<file path="config.mk">
export PLATFORM = sky130hd
export DESIGN_NAME = staged_counter
export DESIGN_NICKNAME = d
export VERILOG_FILES = /design/src/rtl/staged_counter_pkg.sv /design/src/rtl/staged_counter_classify.sv /design/src/rtl/staged_counter.sv
export SDC_FILE = /design/constraint.sdc
export NUM_CORES = 1
export LEC_CHECK = 0
export ABC_AREA = 1
export BUFFER_PORTS_ARGS = -buffer_cell sky130_fd_sc_hd__buf_2
export CAP_MARGIN = 20
export CORE_MARGIN = 4
export CORE_UTILIZATION = 45
export CTS_CLUSTER_DIAMETER = 40
export DETAILED_ROUTE_END_ITERATION = 8
export PLACE_DENSITY = 0.68
export SLEW_MARGIN = 20
export SYNTH_ARGS = -nofsm -noshare
export SYNTH_HDL_FRONTEND = slang
export SYNTH_HIERARCHICAL = 1
export SYNTH_SLANG_ARGS = --single-unit
</file>
<file path="constraint.sdc">
create_clock -name clk -period 1.9 [get_ports clk]
set_input_delay 0.095 -clock clk [delete_from_list [all_inputs] [get_ports clk]]
set_output_delay 0.095 -clock clk [all_outputs]
set_load 0.005 [all_outputs]
</file>
<file path="src/rtl/staged_counter_pkg.sv">
// ---------------------------------------------------------------------------
// staged_counter_pkg
// Shared type and helper for the staged event counter and its abstraction
// model. Both import the region enum from here so their region codes stay
// identical.
//
// Contents:
//   counter_stage_e  region code of a count value (codes 0..6, 7 reserved)
//   classify_count   maps a count onto its region, given the two special
//                    values and the all-ones value of the counter width
// ---------------------------------------------------------------------------
package staged_counter_pkg;

   typedef enum bit [2:0] {
      INITIAL = 3'd0,
      STAGE_1 = 3'd1,
      SPVAL_1 = 3'd2,
      STAGE_2 = 3'd3,
      SPVAL_2 = 3'd4,
      STAGE_3 = 3'd5,
      MAXCNTS = 3'd6
   } counter_stage_e;

   // Arguments are 32 bits wide so the counter width can vary without
   // changing the function. An empty region can never be returned because
   // the equality tests for the boundary values are checked before the range
   // above them.
   function automatic counter_stage_e classify_count(
      input logic [31:0] count,
      input logic [31:0] spv1,
      input logic [31:0] spv2,
      input logic [31:0] cnt_max
   );
      counter_stage_e s;
      if (count == 32'd0)        s = INITIAL;
      else if (count < spv1)     s = STAGE_1;
      else if (count == spv1)    s = SPVAL_1;
      else if (count < spv2)     s = STAGE_2;
      else if (count == spv2)    s = SPVAL_2;
      else if (count < cnt_max)  s = STAGE_3;
      else                       s = MAXCNTS;
      return s;
   endfunction

endpackage

</file>
<file path="src/rtl/staged_counter_classify.sv">
// ---------------------------------------------------------------------------
// staged_counter_classify
// Purely combinational region classifier. It is applied to the next-count
// value so that the registered stage lands in the same cycle as the count it
// describes.
//
// Ports:
//   count_next  in   BIT_WIDTH  count value about to be registered
//   stage_next  out  3          region code of count_next
// ---------------------------------------------------------------------------
module staged_counter_classify
   import staged_counter_pkg::*;
#(
   parameter int BIT_WIDTH = 8,
   parameter int SPVALUE_1 = 200,
   parameter int SPVALUE_2 = 249
) (
   input  logic [BIT_WIDTH-1:0] count_next,
   output logic [2:0]           stage_next
);

   localparam logic [BIT_WIDTH-1:0] CNT_MAX = '1;

   // Widen every operand to the function's 32-bit argument type.
   always_comb begin
      stage_next = classify_count(32'(count_next), 32'(SPVALUE_1),
                                  32'(SPVALUE_2), 32'(CNT_MAX));
   end

endmodule

</file>
<file path="src/rtl/staged_counter.sv">
// ---------------------------------------------------------------------------
// staged_counter
// Free-running event counter with a registered region code and one-cycle
// pulses when the count first reaches either special value or all-ones, and
// when it wraps from all-ones to zero. All outputs come straight from flops.
//
// Ports:
//   clk       in   1          rising-edge clock
//   rst       in   1          synchronous active-high reset
//   clr       in   1          clear count to 0 (beats incr)
//   incr      in   1          increment count by 1, modulo 2^BIT_WIDTH
//   counts    out  BIT_WIDTH  current count
//   stage     out  3          region code of counts (counter_stage_e)
//   hit_spv1  out  1          pulse: counts just became SPVALUE_1
//   hit_spv2  out  1          pulse: counts just became SPVALUE_2
//   hit_max   out  1          pulse: counts just became all-ones
//   wrap      out  1          pulse: counts just wrapped to 0
//
// Build option: define STAGED_COUNTER_SVA_EN to compile the embedded
// concurrent assertions; without it the block has no assertion code.
// ---------------------------------------------------------------------------
module staged_counter
   import staged_counter_pkg::*;
#(
   parameter int BIT_WIDTH = 8,
   parameter int SPVALUE_1 = 200,
   parameter int SPVALUE_2 = 249
) (
   input  logic                 clk,
   input  logic                 rst,
   input  logic                 clr,
   input  logic                 incr,
   output logic [BIT_WIDTH-1:0] counts,
   output logic [2:0]           stage,
   output logic                 hit_spv1,
   output logic                 hit_spv2,
   output logic                 hit_max,
   output logic                 wrap
);

   localparam logic [BIT_WIDTH-1:0] CNT_MAX  = '1;
   localparam logic [BIT_WIDTH-1:0] SPV1_VAL = BIT_WIDTH'(SPVALUE_1);
   localparam logic [BIT_WIDTH-1:0] SPV2_VAL = BIT_WIDTH'(SPVALUE_2);

   // Reject parameter sets whose regions would be out of order or would
   // collide with zero or all-ones.
   if (!((SPVALUE_1 > 0) && (SPVALUE_1 < SPVALUE_2) &&
         (SPVALUE_2 < (2 ** BIT_WIDTH) - 1))) begin : g_param_error
      $fatal(1, "staged_counter: require 0 < SPVALUE_1 < SPVALUE_2 < 2**BIT_WIDTH-1");
   end

   logic [BIT_WIDTH-1:0] counts_q, counts_d;
   logic [2:0]           stage_q, stage_d;
   logic                 hit_spv1_q, hit_spv1_d;
   logic                 hit_spv2_q, hit_spv2_d;
   logic                 hit_max_q, hit_max_d;
   logic                 wrap_q, wrap_d;
   logic                 step_up;

   // Clear has priority over increment; reset is applied in the register
   // process so it beats both. Pulses only fire on a real increment, so a
   // clear (even with incr high) never raises one.
   always_comb begin
      counts_d   = counts_q;
      step_up    = incr & ~clr;
      if (clr)
         counts_d = '0;
      else if (incr)
         counts_d = counts_q + BIT_WIDTH'(1);
      hit_spv1_d = step_up && (counts_d == SPV1_VAL);
      hit_spv2_d = step_up && (counts_d == SPV2_VAL);
      hit_max_d  = step_up && (counts_d == CNT_MAX);
      wrap_d     = step_up && (counts_q == CNT_MAX);
   end

   // Classify the next count so the stage register is always in step with
   // the count register.
   staged_counter_classify #(
      .BIT_WIDTH (BIT_WIDTH),
      .SPVALUE_1 (SPVALUE_1),
      .SPVALUE_2 (SPVALUE_2)
   ) u_classify (
      .count_next (counts_d),
      .stage_next (stage_d)
   );

   // Count, stage and pulse registers with synchronous reset.
   always_ff @(posedge clk) begin
      if (rst) begin
         counts_q   <= '0;
         stage_q    <= 3'(INITIAL);
         hit_spv1_q <= 1'b0;
         hit_spv2_q <= 1'b0;
         hit_max_q  <= 1'b0;
         wrap_q     <= 1'b0;
      end else begin
         counts_q   <= counts_d;
         stage_q    <= stage_d;
         hit_spv1_q <= hit_spv1_d;
         hit_spv2_q <= hit_spv2_d;
         hit_max_q  <= hit_max_d;
         wrap_q     <= wrap_d;
      end
   end

   assign counts   = counts_q;
   assign stage    = stage_q;
   assign hit_spv1 = hit_spv1_q;
   assign hit_spv2 = hit_spv2_q;
   assign hit_max  = hit_max_q;
   assign wrap     = wrap_q;

`ifdef STAGED_COUNTER_SVA_EN
   // Structural invariants of the counter, all suspended while in reset.
   a_stage_matches : assert property (@(posedge clk) disable iff (rst)
      stage_q == 3'(classify_count(32'(counts_q), 32'(SPVALUE_1),
                                   32'(SPVALUE_2), 32'(CNT_MAX))));
   a_stage_legal : assert property (@(posedge clk) disable iff (rst)
      stage_q != 3'd7);
   a_pulse_onehot : assert property (@(posedge clk) disable iff (rst)
      $onehot0({hit_spv1_q, hit_spv2_q, hit_max_q, wrap_q}));
   a_clr_zero : assert property (@(posedge clk) disable iff (rst)
      clr |=> (counts_q == '0));
   a_pulse_incr : assert property (@(posedge clk) disable iff (rst)
      (hit_spv1_q | hit_spv2_q | hit_max_q | wrap_q) |-> $past(incr));
`endif

endmodule

</file>
==> results summary <==
The run finished with clean final reports. The proportion of netlist area held by the largest area contributor came out at roughly a third. The routed layout has between 900 and 1000 vias. The worst register-to-register path ends at stage[1]. The register bit count reported by yosys is 15. The total I/O pin count is 19. The placer congestion estimate came out at roughly 0.87. The maximum clock frequency is ~0.60 GHz. Summed over all cells, the static leakage comes to between 0.5 and 0.6 nW. Each instance of the synthesized netlist takes up on average roughly 5.9 um^2.

The overall track demand over capacity in global routing came out at between 10% and 20%. The library cell occupying the most area in the post-synthesis netlist is dfxtp_1. The normalized max-slew margin is between 80 and 90%. The initial antenna violation count came out at 0. The number of antenna cells inserted is 0.

After routing the design area is between 0.001 and 0.0015 mm^2. The leftover overflow at the end of global routing is 0. TritonCTS built the clock tree. The maximum buffer depth of the clock tree came out at 2. The critical path start-end classification is reg2reg. For this run, global-route usage on met3 was measured as under 10%. The growth of design area from synthesis to finish came out at 18.0%. The cell count of the worst hold path is 2.

Of the post-synthesis cell area, the part taken by muxes is 0%. The fraction of the mapped netlist area in simple logic gates came out at 48.2%. The xor-xnor portion of the synthesized cell area came out at 0%.

Of the total synthesized cell area, the portion taken by full adders, half adders and majority gates is between 1 and 1.5%. Dividing the detail-routed wire length by the instance count gives around 10 um. The fraction of final layout cells with drive strength greater than 1 is between 20% and 30%.

The final number of hold-violating endpoints came out at 0. The hold-fix buffer count after cts is 0. Global routing consumed, on the met1 layer, between 20% and 30% of the routing resources.

The die is approximately 52 um tall. The setup skew after layout came out at 0.00849 ns. The floorplan step defined a core boundary enclosing about 0.0018 mm^2. The worst IR drop on VDD came out at 362 uV. The die is between 50 and 60 um wide. The via count of the first global-routing pass came out at roughly 800. The vias per cell came out at around 4.7.

The compound-gate portion of the synthesized area came out at between 3 and 4%. The total half-perimeter wirelength after legalization and detailed placement came out at roughly 1.6 mm. The setup total negative slack came out at 0 ns. The mapped netlist covers 890 um^2. During placement, the flow inserted port buffers numbering 18. The clock-pin slew of the registers on the worst-case setup and hold paths came out at roughly 0.10 ns.

For this run, the register share of the synthesized area comes to 33.8%. Setup violations remaining at the end of the flow were counted as 0. The number of buffers created by CTS came out at 3.

The number of pins with negative max-slew slack in the final report is 0. The distinct cell type count of the synthesized netlist came out at 20. Subtracting the final worst setup slack from the clock period gives 1.68 ns.

The cell area after placement is 0.00101 mm^2. The wire length reported by the detailed router came out at roughly 2.0 mm. The ratio of final minimum period to clock period came out at around nine tenths. The initial core utilization came out at between 40% and 50%. The worst-case reg-to-reg path depth is 12. The first-pass GRT wire length is 3.32 mm. The number of DRC violations after detailed-routing iteration 0 came out at 30. Summing all flip-flop and latch instances after layout gives approximately 300 um^2. Summing all multi-input logic gate instances after layout gives 482 um^2. STA classifies the critical path endpoint as a flop.

The clock sink count came out at 15. The biggest fanout along the worst timing path is 4. Setup repair after global routing left no endpoint under its margin. The clock network latency to the later pin of the worst-skew pair came out at 0.28 ns.

The worst hold path begins at rst. The required arrival time at the worst endpoint is just over 2 ns. The synthesized net count came out at 155. For the worst setup path, the data arrival time is 1.84 ns. The residual DRC count came out at 0.

The net count of the finished layout is about 180. The path class of the tightest hold or removal check is in2reg. The number of optimization iterations in the first detailed-route pass is 4. The fill cell total of the finished layout came out at approximately 200. In this run the most used layer during global routing was met2. Yosys attributes the largest share of cell area to dfxtp_1 (34%), nand2_1 (15%), nor2_1 (14%).

The synthesis warning total came out at 6. The worst register-to-register path begins at counts[0]. STA classifies the critical path startpoint as a flop.

The site row count is 15. For hold timing, the worst endpoint is counts[1]. The setup slack of the worst register-to-register path is between 0.2 and 0.25 ns. The met2 track utilization from global routing is between 20% and 30%.

By area, the combinational part of the netlist is dominated by simple AND/OR/NAND/NOR gates. Clock tree synthesis selected as its root buffer the cell clkbuf_4. Entering global routing, the biggest net connects 14 pins. For the pin with the worst max-slew slack, the measured transition is between 0.2 and 0.3 ns. Power spread over the standard cell area amounts to about 530 mW/mm^2. In this run the number of H-tree levels came out at 1. The die covers ~0.0028 mm^2. Max-cap violations in this run came to 0.

The synthesized netlist cell count is 150. The number of nets with antenna violations after detailed routing is 0.
==> stage by stage <==
step	instances	power [mW]	worst slack [ns]	util, %	hold WS, ns
after floorplan	150	0.360	0.301	-	0.174
after global placement	192	0.377	0.119	55.9	0.435
after detailed placement	192	0.378	0.0385	55.9	0.435
after CTS	196	0.557	0.0215	57.4	0.142
after global routing	196	0.579	0.0272	58.3	0.156
final	196	0.552	0.219	58.3	0.149
==> critical path, cell delays in order (launching register included) <==
cell,delay [ns]
dfxtp_2,0.37
ha_2,0.22
nand3_2,0.13
nor2_1,0.15
nor2_1,0.06
nor2_2,0.15
nand3_1,0.12
nor2_2,0.12
nand3_1,0.08
nand2_1,0.06
inv_1,0.03
inv_1,0.04
nor2_1,0.03
==> kinds of logic after synthesis <==
kind of cell,count (synthesis)
and+or+nand+nor,97
DFF,15
adders and majority gates,1
AOI/OAI and AO/OA,5
buffers and inverters,32
==> area by class of cell <==
cell class / count / area share (%)
sequential: 15 / 28.8
multi-input combinational: 103 / 45.9
clock buffer: 3 / 2.15
tap: 25 / 2.98
inverter: 31 / 11.1
clock inverter: 1 / 0.477
timing repair buffer: 18 / 8.58
==> layout by cell type, fill, tap and decap left out, types with 2 or more instances in the layout <==
| master | netlist | layout |
|---|---|---|
| nand2_2 | 2 | 2 |
| inv_1 | 30 | 30 |
| nand4_1 | 2 | 2 |
| nand2_1 | 35 | 35 |
| nor2_1 | 34 | 32 |
| dfxtp_1 | 15 | 13 |
| nand3_2 | 2 | 3 |
| nor2_2 | 4 | 6 |
| nand3_1 | 12 | 11 |
| clkbuf_4 | 0 | 3 |
| buf_2 | 0 | 18 |
| a21oi_1 | 2 | 2 |
| nor3_1 | 3 | 3 |
| dfxtp_2 | 0 | 2 |
==> layer usage <==
layer	wire, um	vias up
met5	0	-
li1	-	491
met4	22	0
met1	956	404
met3	93	2
met2	954	21
==> timing repair <==
action / 4_1_cts / 5_1_grt
buffers inserted: 0 / 0
endpoints found under the setup margin: 0 / 3
resized for setup: 0 / 6
hold endpoints to repair: 0 / 0
==> sequential cells by signal, summed over array words and instances, names as in the netlist <==
signal,count
hit_max,1
hit_spv1,1
stage,3
wrap,1
counts,8
hit_spv2,1
==> Yosys cell counts (all sizes together) <==
library cell and instances:
inv 31, nor2 39, and2 1, o21ai 2
nor4 1, ha 1, nand2 37, a21oi 2
o21bai 1, nor3 3, nand4 2, clkbuf 1
dfxtp 15, nand3 14
==> power breakdown <==
group / internal, mW / total, mW / leakage, nW / switching, mW
clock: 0.0779 / 0.179 / 0.0177 / 0.101
sequential: 0.318 / 0.321 / 0.122 / 0.00257
combinational: 0.0167 / 0.0522 / 0.381 / 0.0355
total: 0.413 / 0.552 / 0.521 / 0.140
==> worst max-delay path by stage <==
stage	depth (start not counted)	from	slack (ns)	end
final	12	counts[0]	0.22	stage[1]
after global routing	13	counts[3]	0.03	stage[0]
after CTS	12	counts[0]	0.02	stage[1]
after detailed placement	12	counts[0]	0.04	stage[1]
after global placement	12	counts[1]	0.12	stage[1]
after floorplan	12	counts[0]	0.30	stage[1]
No activity file was read; power rests on OpenSTA's default activity.
